File: config.mk
export PLATFORM = sky130hd
export DESIGN_NAME = ntt_bf_post
export DESIGN_NICKNAME = d
export VERILOG_FILES = /design/src/rtl/ntt_bf_post.sv
export SDC_FILE = /design/constraint.sdc
export NUM_CORES = 1
export LEC_CHECK = 0
export CAP_MARGIN = 10
export CORE_MARGIN = 3
export CORE_UTILIZATION = 50
export CTS_CLUSTER_SIZE = 10
export DETAILED_ROUTE_END_ITERATION = 8
export GPL_TIMING_DRIVEN = 0
export PLACE_DENSITY = 0.68
export SYNTH_ARGS = -nofsm -noshare
export SYNTH_HDL_FRONTEND = slang
export SYNTH_SLANG_ARGS = --single-unit
File: constraint.sdc
create_clock -name clk -period 13.1 [get_ports clk]
set_input_delay 2.62 -clock clk [delete_from_list [all_inputs] [get_ports clk]]
set_output_delay 2.62 -clock clk [all_outputs]
set_load 0.01 [all_outputs]
File: src/rtl/ntt_bf_post.sv
// Butterfly back-end after mo_mul: delays u/inv to meet the Montgomery product,
// then forms (u+t, u-t) mod Q with optional INTT halving and a per-stage last flag.
package ntt_pkg;
   parameter int DATA_WIDTH = 23;
   parameter int Q_K = 23;
   parameter int Q = 8380417;
endpackage

module ntt_bf_post #(
   parameter int DATA_WIDTH = ntt_pkg::DATA_WIDTH,
   parameter int MUL_LAT = DATA_WIDTH + 2,
   parameter int N_BF = 128
) (
   input  logic                  clk,
   input  logic                  rst,
   input  logic                  in_valid,
   input  logic [DATA_WIDTH-1:0] u_in,
   input  logic                  inv_in,
   input  logic [DATA_WIDTH-1:0] prod,
   output logic                  out_valid,
   output logic [DATA_WIDTH-1:0] out_a,
   output logic [DATA_WIDTH-1:0] out_b,
   output logic                  out_last
);

   localparam logic [DATA_WIDTH:0] QX = (DATA_WIDTH+1)'(ntt_pkg::Q);
   localparam logic [DATA_WIDTH-1:0] QD = DATA_WIDTH'(ntt_pkg::Q);
   localparam int CW = (N_BF > 1) ? $clog2(N_BF) : 1;
   localparam logic [CW-1:0] CNT_MAX = CW'(N_BF - 1);

   generate
      if (MUL_LAT < 1) begin : g_bad_lat
         $error("ntt_bf_post: MUL_LAT must be >= 1");
      end
      if (N_BF < 1) begin : g_bad_nbf
         $error("ntt_bf_post: N_BF must be >= 1");
      end
   endgenerate

   logic [MUL_LAT-1:0]    vld_sr;
   logic [MUL_LAT-1:0]    inv_sr;
   logic [DATA_WIDTH-1:0] u_sr [MUL_LAT];

   logic                  tap_v;
   logic                  tap_inv;
   logic [DATA_WIDTH-1:0] tap_u;

   logic [DATA_WIDTH-1:0] t;
   logic [DATA_WIDTH:0]   sum;
   logic [DATA_WIDTH:0]   dif;
   logic [DATA_WIDTH-1:0] s_n;
   logic [DATA_WIDTH-1:0] d_n;

   logic                  s1_v;
   logic                  s1_inv;
   logic [DATA_WIDTH-1:0] s1_a;
   logic [DATA_WIDTH-1:0] s1_b;
   logic [DATA_WIDTH-1:0] a_h;
   logic [DATA_WIDTH-1:0] b_h;

   logic [CW-1:0]         cnt;

   always_ff @(posedge clk) begin
      if (rst) begin
         vld_sr <= '0;
      end else begin
         vld_sr[0] <= in_valid;
         for (int i = 1; i < MUL_LAT; i++) vld_sr[i] <= vld_sr[i-1];
      end
   end

   // payload is don't-care while its valid bit is low, so no reset
   always_ff @(posedge clk) begin
      inv_sr[0] <= inv_in;
      u_sr[0]   <= u_in;
      for (int i = 1; i < MUL_LAT; i++) begin
         inv_sr[i] <= inv_sr[i-1];
         u_sr[i]   <= u_sr[i-1];
      end
   end

   assign tap_v   = vld_sr[MUL_LAT-1];
   assign tap_inv = inv_sr[MUL_LAT-1];
   assign tap_u   = u_sr[MUL_LAT-1];

   // mo_mul may return Q itself, which is congruent to 0
   always_comb begin
      t   = (prod == QD) ? '0 : prod;
      sum = {1'b0, tap_u} + {1'b0, t};
      dif = {1'b0, tap_u} - {1'b0, t};
      s_n = (sum >= QX) ? DATA_WIDTH'(sum - QX) : DATA_WIDTH'(sum);
      d_n = dif[DATA_WIDTH] ? DATA_WIDTH'(dif + QX) : DATA_WIDTH'(dif);
   end

   always_ff @(posedge clk) begin
      if (rst) s1_v <= 1'b0;
      else     s1_v <= tap_v;
   end

   always_ff @(posedge clk) begin
      if (tap_v) begin
         s1_a   <= s_n;
         s1_b   <= d_n;
         s1_inv <= tap_inv;
      end
   end

   // odd x: x+Q is even, so the shift is an exact division by 2 mod Q
   always_comb begin
      a_h = DATA_WIDTH'(({1'b0, s1_a} + (s1_a[0] ? QX : '0)) >> 1);
      b_h = DATA_WIDTH'(({1'b0, s1_b} + (s1_b[0] ? QX : '0)) >> 1);
   end

   always_ff @(posedge clk) begin
      if (rst) begin
         out_valid <= 1'b0;
         out_last  <= 1'b0;
         out_a     <= '0;
         out_b     <= '0;
         cnt       <= '0;
      end else begin
         out_valid <= s1_v;
         out_last  <= s1_v && (cnt == CNT_MAX);
         if (s1_v) begin
            out_a <= s1_inv ? a_h : s1_a;
            out_b <= s1_inv ? b_h : s1_b;
            cnt   <= (cnt == CNT_MAX) ? '0 : cnt + CW'(1);
         end
      end
   end

endmodule

==> summary.md <==
| Metric | Value |
|---|---|
| Peak supply drop | around 0.16 mV |
| Levels on crit path | 18 |
| Asr flop ratio synth | 0 |
| Status | finished, final reports clean |
| Layout cells sized above 1 | 0.0802 |
| First-iteration detailed-routing DRC count | ~670 |
| Number of synthesized flops with an enable pin | 47 |
| Vias in the first global route | roughly 13k |
| Top cells by count, synth | dfxtp_1 (681), nor2_1 (131), a21oi_1 (79) |
| Hold Crit Class | reg -> reg |
| Worst-Skew Late Latency | ~0.62 ns |
| Post_cts resized | 0 |
| Post-layout power | approximately 0.0046 W |
| Pre-CTS setup slack | 4.74 ns |
| Largest net degree at the start of global routing | 47 |
| Final hold viol count | 0 |
| Io pins | a little under 100 |
| Fin Setup TNS | 0 ns |
| Post-synthesis sequential area ratio | 0.689 |
| Via-to-Cell Ratio | between 4 and 5 |
| NumNets Final | between 2k and 2.5k |
| Post-Syn Area | around 0.022 mm² |
| Worst path cell trace | clkdlybuf4s50_1, nand4_1, nor3_1, nand4_1, clkbuf_1, nand2_1, ha_1, clkbuf_1, nor4_1, and2_2, a31o_2, a2111oi_2, nor3b_1, a311oi_1, a31oi_1, buf_2, nor3_1, xnor2_1 |
| Final period utilization | 0.587 |
| Fmax | roughly 130 MHz |
| Power density cells | 178 mW/mm² |
| Max clock buf depth | 3 |
| Die X-Extent | ~220 µm |
| Setup Buffers After CTS | 0 |
| Endpoints failing setup | 0 |
| Buffers on Ports | 97 |
| RSZ-0062 raised after global routing | false |
| Final instance area | 0.0259 mm² |
| DR pass1 iterations | 5 |
| TritonCTS Buffers | 84 |
| First-pass GRT wire length | 66000 µm |
| Crit. End Element | flip-flop |
| DRC Markers | 0 |
| CTS tree | done |
| GRT overflow | 0 |
| Slew headroom | 0.341 |
| Final antenna-violating net count | 0 |
| Pleak | ~10 nW |
| Wire length per cell | roughly 16 µm |
| Final Non-Filler Cells | roughly 2.5k |
| Initial Util | 0.514 |
| Global Route Usage Sum | 0.177 |
| Final setup skew | about 0.025 ns |
| Top-area cell type share of the netlist area | 0.624 |
| R2R Setup Slk | between 8 and 9 ns |
| Synth area leaders | dfxtp_1 (62%), edfxtp_1 (6.5%), ha_1 (4.2%) |
| Reg2reg end | s1_a[19] |
| Critical Path Source | prod[18] |
| Reg-to-Reg Start | u_sr[1][184] |
| Placed inst area | 0.0236 mm² |
| Tmin final | just under 8 ns |
| CORE AREA | around 0.043 mm² |
| Syn avg cell area | ~12 µm² |
| Yosys reg bits | approximately 730 |
| Critical path's slowest cell | nor3b_1 |
| DR vias | about 13k |
| Top-count cell post-synth | dfxtp_1 |
| Startpoint types | primary input |
| Syn Nets | around 1.9k |
| Critical path's top delay family | simple AND/OR/NAND/NOR gates |
| Die Y | 215 µm |
| Number of instances in the placed design | between 2k and 2.5k |
| Clock root buffer | clkbuf_16 |
| Max FO, Critical Path | 10 |
| Worst stage delay on the critical path | 0.67 ns |
| Initial antenna violation count | 7 |
| Worst-Margin Slew | ~0.98 ns |
| Post-synth cell types | 90 |
| Fin worst setup slack | between 5 and 6 ns |
| H-tree Lvls | 3 |
| DPL Wire Length | 28500 µm |
| TritonCTS sink count | 728 |
| Area growth, synth to finish | 18.5% |
| R2R depth | 14 |
| Critical path destination | s1_a[19] |
| Synth warnings | 0 |
| Clock slew at reported path FFs | ~0.05 ns |
| Cts hold-fix bufs | 0 |
| Slew Limit Fails | 0 |
| Worst Setup Path Type | in -> reg |
| WP data required | 13.42 ns |
| Gpl congestion | just under 0.9 |
| FP Rows | 75 |
| Final wirelength | between 40000 and 50000 µm |
| Mapped Cells | between 1.5k and 2k |
| Area leader, netlist | dfxtp_1 |
| Crit path DAT | roughly 8.0 ns |
| Die ar. | about 0.046 mm² |
| CP bufs+invs | 4 |
| Max_cap viols | 0 |
| Prevailing post-synth register cell | dfxtp_1 |
sequential cells by signal, indices dropped and copies added (netlist names):
signal	flops
out_a	23
cnt	7
inv_sr	25
s1_b	23
s1_v	1
out_b	23
vld_sr	25
out_valid	1
s1_a	23
s1_inv	1
u_sr	575
out_last	1
cells in the final DEF, fill, tap and decap left out, drive strengths merged, types with 38 or more instances in the layout:
cell | netlist | routed
dfxtp | 681 | 681
clkbuf | 51 | 141
nor2 | 132 | 132
clkdlybuf4s50 | 0 | 97
a21oi | 79 | 79
ha | 73 | 73
nand2 | 64 | 64
xnor2 | 62 | 62
inv | 58 | 58
nor2b | 47 | 47
edfxtp | 47 | 47
mux2i | 45 | 45
nand3 | 38 | 38
through the flow:
step                      hold slack (ns)  utilization
after floorplan                     0.310            -
after global placement              0.310        0.554
after detailed placement            0.312        0.554
after CTS                           0.315        0.609
after global routing                0.314        0.609
final                               0.312        0.609
logic make-up after synthesis:
kind of cell,Yosys count,synth area share
flip-flops,728,0.689
XOR/XNOR,92,0.0369
buffers and inverters,122,0.0241
adder cells (fa/ha/maj),75,0.0436
AO/OA/AOI/OAI,276,0.0896
AND/OR/NAND/NOR,420,0.0961
multiplexers,46,0.0211
final cells by class:
cell class                      instances  area [µm²]
Fill cell                            3305       16600
Sequential cell                       728       15000
Multi-Input combinational cell        909        6280
Clock buffer                           90        2140
Timing Repair Buffer                   98         991
Tap cell                              577         722
Buffer                                 63         304
Inverter                               59         221
Clock inverter                         11         166
Antenna cell                            3        7.51
report_power, final:
group	leakage [nW]	internal, W	switching (W)
clock	1.12	0.00116	0.000809
sequential	6.14	0.00235	0.0000232
combinational	3.08	0.000110	0.000163
total	10.3	0.00362	0.000995
layer usage:
metal	vias up	track usage	part of all wire
li1	6347	-	-
met1	5901	0.203	0.41
met2	245	0.309	0.49
met3	96	0.0444	0.045
met4	8	0.0870	0.045
met5	-	0	0.0011
how the worst min path moves through the flow:
stage	from	endpoint	slack, ns	cells after the start
after global placement	u_sr[1][158]	u_sr[1][181]	0.31	0
after detailed placement	u_sr[0][81]	u_sr[0][104]	0.31	0
after floorplan	inv_sr[9]	inv_sr[10]	0.31	0
final	u_sr[1][172]	u_sr[1][195]	0.31	0
after global routing	u_sr[1][172]	u_sr[1][195]	0.31	0
after CTS	u_sr[1][172]	u_sr[1][195]	0.31	0
(Power assumes the default switching activity.)
